$ cat src/rtl/rmii_rx.sv
// rmii_rx: 100 Mbps RMII receive front end for one L2 switch port.
//   Turns RXD1:RXD0 dibits (qualified by CRS_DV) into bytes, strips the
//   preamble/SFD, checks frame length and CRC-32, and pushes bytes into the
//   port RX FIFO. The last byte of each frame carries EOD=1 and ERR says
//   whether the fabric should discard it.
// Ports:
//   REF_CLK, rst           50 MHz PHY clock, synchronous active-high reset
//   RXD0, RXD1, CRS_DV     RMII receive dibit and data-valid
//   fifo_full, fifo_afull  RX FIFO back-pressure
//   fifo_din/_wren/_EOD_in/_ERR_in  FIFO write port
//   succ/fail_rx_count_gray         gray-coded good / bad-or-dropped frame counts
module rmii_rx #(
  parameter int MIN_FRAME = 64,
  parameter int MAX_FRAME = 1522
) (
  input  logic        REF_CLK,
  input  logic        rst,
  input  logic        RXD0,
  input  logic        RXD1,
  input  logic        CRS_DV,
  input  logic        fifo_full,
  input  logic        fifo_afull,
  output logic [7:0]  fifo_din,
  output logic        fifo_wren,
  output logic        fifo_EOD_in,
  output logic        fifo_ERR_in,
  output logic [15:0] succ_rx_count_gray,
  output logic [15:0] fail_rx_count_gray
);

  localparam int                CNT_W       = $clog2(MAX_FRAME + 2);
  localparam logic [CNT_W-1:0]  MIN_LEN     = CNT_W'(MIN_FRAME);
  localparam logic [CNT_W-1:0]  MAX_LEN     = CNT_W'(MAX_FRAME);
  localparam logic [31:0]       CRC_RESIDUE = 32'hDEBB20E3;

  typedef enum logic [2:0] {
    S_IDLE, S_PRE, S_BODY, S_FEND, S_ABORT, S_DROP, S_END
  } state_t;

  typedef struct packed {
    logic       vld;
    logic [7:0] din;
    logic       eod;
    logic       err;
  } wr_req_t;

  state_t            state, state_n;
  wr_req_t           wr;
  logic              init, shift, drop_hit;
  logic [1:0]        dibit, phase;
  logic [5:0]        sh;          // previous three dibits of the byte in flight
  logic [7:0]        byte_new, held, last_byte;
  logic              have_held, crs_gone, frame_err;
  logic [CNT_W-1:0]  byte_cnt;
  logic [31:0]       crc;
  logic [15:0]       succ_bin, fail_bin;

  // Reflected CRC-32, one byte LSB-first, no final inversion so a good
  // frame leaves the fixed residue in the register after the FCS.
  function automatic logic [31:0] crc_byte(input logic [31:0] c, input logic [7:0] b);
    logic [31:0] r;
    r = c ^ {24'd0, b};
    for (int i = 0; i < 8; i++)
      r = r[0] ? ((r >> 1) ^ 32'hEDB88320) : (r >> 1);
    return r;
  endfunction

  assign dibit     = {RXD1, RXD0};
  assign byte_new  = {dibit, sh};
  assign last_byte = have_held ? held : 8'h00;
  assign frame_err = (phase != 2'd0) || (byte_cnt < MIN_LEN) || (crc != CRC_RESIDUE);

  always_ff @(posedge REF_CLK) begin
    if (rst) state <= S_IDLE;
    else     state <= state_n;
  end

  always_comb begin
    state_n  = state;
    wr       = '0;
    init     = 1'b0;
    shift    = 1'b0;
    drop_hit = 1'b0;
    case (state)
      S_IDLE: if (CRS_DV && dibit == 2'b01) state_n = S_PRE;
      S_PRE: begin
        if (CRS_DV && dibit == 2'b01) state_n = S_PRE;
        else if (CRS_DV && dibit == 2'b11) begin
          // No room for a worst-case frame: swallow it without writing.
          if (fifo_afull) begin
            state_n  = S_DROP;
            drop_hit = 1'b1;
          end else begin
            state_n = S_BODY;
            init    = 1'b1;
          end
        end else state_n = S_IDLE;
      end
      S_BODY: begin
        if (CRS_DV) begin
          shift = 1'b1;
          if (phase == 2'd3) begin
            // Byte N done: release byte N-1 so the final byte stays held
            // for the EOD tag.
            if (have_held) begin
              if (fifo_full) state_n = S_ABORT;
              else begin
                wr.vld = 1'b1;
                wr.din = held;
              end
            end
            if (byte_cnt == MAX_LEN) state_n = S_ABORT;
          end
        end else if (fifo_full) state_n = S_FEND;
        else begin
          wr.vld  = 1'b1;
          wr.din  = last_byte;
          wr.eod  = 1'b1;
          wr.err  = frame_err;
          state_n = S_END;
        end
      end
      // EOD write stalled by a full FIFO; frame state is frozen, CRS_DV ignored.
      S_FEND: begin
        if (!fifo_full) begin
          wr.vld  = 1'b1;
          wr.din  = last_byte;
          wr.eod  = 1'b1;
          wr.err  = frame_err;
          state_n = S_END;
        end
      end
      S_ABORT: begin
        if ((!CRS_DV || crs_gone) && !fifo_full) begin
          wr.vld  = 1'b1;
          wr.din  = 8'h00;
          wr.eod  = 1'b1;
          wr.err  = 1'b1;
          state_n = S_END;
        end
      end
      S_DROP:  if (!CRS_DV) state_n = S_END;
      S_END:   state_n = S_IDLE;
      default: state_n = S_IDLE;
    endcase
  end

  always_ff @(posedge REF_CLK) begin
    if (rst) begin
      fifo_wren          <= 1'b0;
      fifo_din           <= 8'h00;
      fifo_EOD_in        <= 1'b0;
      fifo_ERR_in        <= 1'b0;
      phase              <= 2'd0;
      sh                 <= '0;
      held               <= 8'h00;
      have_held          <= 1'b0;
      crs_gone           <= 1'b0;
      byte_cnt           <= '0;
      crc                <= 32'hFFFFFFFF;
      succ_bin           <= 16'h0000;
      fail_bin           <= 16'h0000;
      succ_rx_count_gray <= 16'h0000;
      fail_rx_count_gray <= 16'h0000;
    end else begin
      fifo_wren   <= wr.vld;
      fifo_din    <= wr.din;
      fifo_EOD_in <= wr.eod;
      fifo_ERR_in <= wr.err;

      if (init) begin
        phase     <= 2'd0;
        have_held <= 1'b0;
        crs_gone  <= 1'b0;
        byte_cnt  <= '0;
        crc       <= 32'hFFFFFFFF;
      end
      if (shift) begin
        sh    <= byte_new[7:2];
        phase <= phase + 2'd1;
        if (phase == 2'd3) begin
          held      <= byte_new;
          have_held <= 1'b1;
          crc       <= crc_byte(crc, byte_new);
          byte_cnt  <= byte_cnt + CNT_W'(1);
        end
      end
      if (state == S_ABORT && !CRS_DV) crs_gone <= 1'b1;

      // Counters only move on an event; both wrap naturally at 16 bits.
      if (wr.vld && wr.eod && !wr.err)            succ_bin <= succ_bin + 16'd1;
      if ((wr.vld && wr.eod && wr.err) || drop_hit) fail_bin <= fail_bin + 16'd1;
      succ_rx_count_gray <= succ_bin ^ (succ_bin >> 1);
      fail_rx_count_gray <= fail_bin ^ (fail_bin >> 1);
    end
  end

endmodule

$ cat config.mk
export PLATFORM = sky130hd
export DESIGN_NAME = rmii_rx
export DESIGN_NICKNAME = d
export VERILOG_FILES = /design/src/rtl/rmii_rx.sv
export SDC_FILE = /design/constraint.sdc
export NUM_CORES = 1
export LEC_CHECK = 0
export BUFFER_PORTS_ARGS = -buffer_cell sky130_fd_sc_hd__buf_2
export CAP_MARGIN = 20
export CORE_MARGIN = 1
export CORE_UTILIZATION = 62
export CTS_BUF_LIST = sky130_fd_sc_hd__clkbuf_2 sky130_fd_sc_hd__clkbuf_4 sky130_fd_sc_hd__clkbuf_8
export CTS_CLUSTER_SIZE = 25
export DETAILED_ROUTE_END_ITERATION = 8
export PLACE_DENSITY = 0.82
export RECOVER_POWER = 100
export SETUP_SLACK_MARGIN = 0.5
export SLEW_MARGIN = 40
export SYNTH_ARGS = -nofsm -noshare
export SYNTH_HDL_FRONTEND = slang
export SYNTH_SLANG_ARGS = --single-unit
$ cat constraint.sdc
create_clock -name REF_CLK -period 2.65 [get_ports REF_CLK]
set_input_delay 0.53 -clock REF_CLK [delete_from_list [all_inputs] [get_ports REF_CLK]]
set_output_delay 0.53 -clock REF_CLK [all_outputs]
set_load 0.05 [all_outputs]
==> flow_summary.rst <==
.. list-table::
   :header-rows: 1

   * - Metric
     - Value
   * - LEAKAGE
     - approximately 3.0 nW
   * - Type of origin of the critical path
     - input pin
   * - Post-Layout Cell Count
     - roughly 910
   * - Sequential power share
     - 0.527
   * - Portion of total power attributed to the clock network
     - 0.438
   * - GRT Total Usage
     - 0.306
   * - Simple-gate share of the synthesized area
     - 0.217
   * - Switching Power
     - 0.000915 W
   * - Distinct cell type count of the synthesized netlist
     - 63
   * - Final setup violation count
     - 0
   * - Worst endpoint required time
     - 3.00 ns
   * - Combinational fraction of design power
     - 0.035
   * - Top area cells in the synthesized netlist
     - dfxtp_1 (43%), xnor2_1 (6.8%), ha_1 (6.2%), nand2_1 (4.9%), a21oi_1 (3.7%)
   * - Most area-hungry cell type in the Yosys netlist
     - dfxtp_1
   * - Global-route wire length before repair
     - 26.0 mm
   * - Xor-xnor portion of the synthesized cell area
     - 0.138
   * - Gate Count Post-Synth
     - 683
   * - Routed wirelength normalized by instance count
     - 18.3 um
   * - Starting density of the core
     - 0.651
   * - Outcome
     - finished clean
   * - Highest Clock Rate
     - 415 MHz
   * - Number of routed nets with antenna violations
     - 0
   * - VDD IR max
     - approximately 0.42 mV
   * - Most numerous cell types in the synthesized netlist
     - dfxtp_1 (139), nand2_1 (84), xnor2_1 (50)
   * - CTS tree
     - built
   * - Proportion of synthesized chip area in sequential cells
     - 0.431
   * - Via-to-Cell Ratio
     - 5.96
   * - Main combinational cell family by area after synthesis
     - simple AND/OR/NAND/NOR gates
   * - H-tree Lvls
     - 4
   * - Final critical path time including I/O delays and setup
     - 2.41 ns
   * - Routed via count
     - 5434
   * - Fraction of final layout cells with drive strength greater than 1
     - 0.175
   * - Number of buffers inserted by hold repair at cts
     - 0
   * - Detailed Routing Iterations Pass 1
     - 6
   * - Top fanout value on the critical path
     - 24
   * - Detail Placement HPWL
     - around 10 mm
   * - Count of unresolved DRC violations after routing
     - 0
   * - Final hold violations
     - 0
   * - Routed wire length
     - 16.7 mm
   * - Switching Fraction
     - 0.231
   * - Synthesis-stage register bit count
     - 139
   * - Post-Syn Area per Cell
     - about 9.5 sq um
   * - Most used DFF post-synth
     - dfxtp_1
   * - Post-route clock skew
     - 0.0161 ns
   * - Placeable core region
     - 0.00991 sq mm
   * - Buffers from clock root to sink, at most
     - 2
   * - Cell Pwr Density
     - 519 mW/mm^2
   * - Chain of cells forming the critical path
     - clkbuf_1 -> clkinv_1 -> clkbuf_2 -> nand2_1 -> nor2_1
   * - IO buf count
     - 49
   * - Placed insts
     - 852
   * - Remaining Overflow, GRT
     - 0
   * - Sort of element at the end of the critical path
     - flop
   * - Fraction of synthesized area in multiplexers
     - 0.0101
   * - Via count of the first global-routing pass
     - between 5000 and 6000
   * - Largest net degree at the start of global routing
     - 36
   * - Number of synthesized flops with an enable pin
     - 0
   * - Synth-to-Final Area Change
     - 18.5%
   * - I/O pin cnt
     - 50
   * - Total die area
     - between 0.01 and 0.015 sq mm
   * - Fin Setup TNS
     - 0 ns
   * - Critical Setup Path Class
     - input pin to flop
   * - Number of nets at the end of the flow
     - approximately 810
   * - Share of synthesized cell area in full adder, half adder and majority cells
     - 0.0620
   * - Initial antenna violation count
     - 0
   * - Worst-Skew Late Latency
     - 0.47 ns
   * - Die Width
     - 104 um
   * - Unrepaired setup endpoints after global routing
     - true
   * - Transition time of the tightest slew-check pin
     - 1.19 ns
   * - Crit path largest cell delay
     - roughly 0.85 ns
   * - Total clock sinks
     - ~140
   * - Height of the die
     - 104 um
   * - Cell area after synthesis
     - 0.00645 sq mm
   * - Num CTS Buffers
     - 17
   * - Number of standard-cell rows in the floorplan
     - 36
   * - Internal power component
     - roughly 0.003 W
   * - Iter 0 DRT Violations
     - ~400
   * - Clock edge transition at the registers on the reported setup and hold paths
     - 0.08 ns
   * - Buffer type at the clock tree root
     - clkbuf_8
   * - Leading cell type by number of instances after synthesis
     - dfxtp_1
   * - Share of flip-flops with an asynchronous set or reset after synthesis
     - 0
   * - Hold Crit Class
     - input pin to flop
   * - Placer's final routability congestion estimate
     - 0.918
   * - Max transition margin
     - 0.209
   * - Antenna cell count
     - 0
   * - Synth Net Count
     - 722
   * - WP data arrival
     - 2.76 ns
   * - Total of warnings raised by yosys
     - 0
   * - Max-slew violation count
     - 0
   * - Crit-path slowest cell
     - clkbuf_1
   * - Share of the clock period used by the worst path after layout
     - 0.909
   * - Post-synthesis compound-gate area fraction
     - 0.116
   * - Area share of the largest cell type after synthesis
     - 0.431
   * - Number of violations of the max-capacitance limit
     - 0
cell type report:
cell class / count / area [sq um]
Multi-Input combinational cell: 506 / 3680
Sequential cell: 139 / 2800
Fill cell: 687 / 2260
Timing Repair Buffer: 94 / 581
Clock buffer: 21 / 283
Tap cell: 133 / 166
Clock inverter: 10 / 118
Inverter: 8 / 30.0
flip-flops by register name, summed over array words and instances, names as in the netlist, 2 cells and up:
register,flops
succ_rx_count_gray,16
held,8
sh,6
phase,2
succ_bin,16
state,3
fail_rx_count_gray,16
byte_cnt,11
crc,32
fifo_din,8
fail_bin,16
final timing paths:
check                                            from                   endpoint  slack, ns  depth (start not counted)
worst max-delay path                              rst     byte_cnt[2]$_SDFF_PP0_       0.24                          5
worst min-delay path                             RXD1         sh[5]$_SDFFE_PP0P_       0.41                          3
worst max register to register  phase[0]$_SDFFE_PP0P_  fail_bin[15]$_SDFFE_PP0P_       0.27                          9
worst min register to register   held[7]$_SDFFE_PP0P_       held[7]$_SDFFE_PP0P_       0.45                          2
worst max-delay path: cells and delay by family:
| family | cells | cell delay [ns] |
|---|---|---|
| buf+inv | 3 | 1.77 |
| simple gates | 2 | 0.45 |
cells by family after synthesis:
kind of cell             count (synthesis)
AO/OA/AOI/OAI                          121
multiplexers                             6
XOR/XNOR                                81
AND/OR/NAND/NOR                        265
buffers and inverters                   39
adder cells (fa/ha/maj)                 32
flip-flops                             139
layout by cell type, fill, tap and decap left out, drive strengths merged, types with 5 or more instances in the layout:
master	netlist	final
o21ai	19	19
or3	13	13
buf	9	37
nor4	6	6
and3	6	6
or4	6	6
a21oi	50	50
inv	7	7
nand4	8	8
clkinv	1	8
nand2	85	85
xor2	20	20
nor2	43	43
ha	32	32
clkbuf	22	78
and2	12	12
xnor2	59	59
nor2b	38	38
dfxtp	139	139
o22ai	21	21
o31ai	7	7
nand3	16	17
nor3	5	5
o211ai	9	9
metal layers:
metal	share of wire	up-vias	GRT usage
met2	0.51	276	0.512
met3	0.072	71	0.0921
li1	-	2538	-
met5	0	-	0
met1	0.38	2549	0.354
met4	0.041	0	0.155
power by group through the flow:
stage	clock network (W)	logic [W]	registers (W)
after global placement	0	0.000128	0.00214
after floorplan	0	0.0000969	0.00214
after CTS	0.00175	0.000135	0.00209
after global routing	0.00186	0.000146	0.00209
final	0.00174	0.000138	0.00209
after detailed placement	0	0.000130	0.00214
metrics by stage:
stage / area, sq um / hold slack [ns] / setup WS, ns / power, W / utilization
final: 7650 / 0.410 / 0.240 / 0.00397 / 0.772
after global routing: 7650 / 0.397 / 0.204 / 0.00410 / 0.772
after CTS: 7580 / 0.390 / 0.449 / 0.00398 / 0.765
after detailed placement: 6900 / 0.443 / 0.148 / 0.00227 / 0.696
after global placement: 6900 / 0.437 / 0.246 / 0.00227 / 0.696
after floorplan: 6470 / 0.430 / 0.475 / 0.00223 / -
repair_timing:
action | 4_1_cts | 5_1_grt
setup endpoints to repair | 26 | 40
pin swaps | 20 | 34
buffers inserted | 15 | 9
gates resized for setup | 28 | 39
gates cloned | 2 | 2
Note: power is estimated with default switching activity, not from simulation.
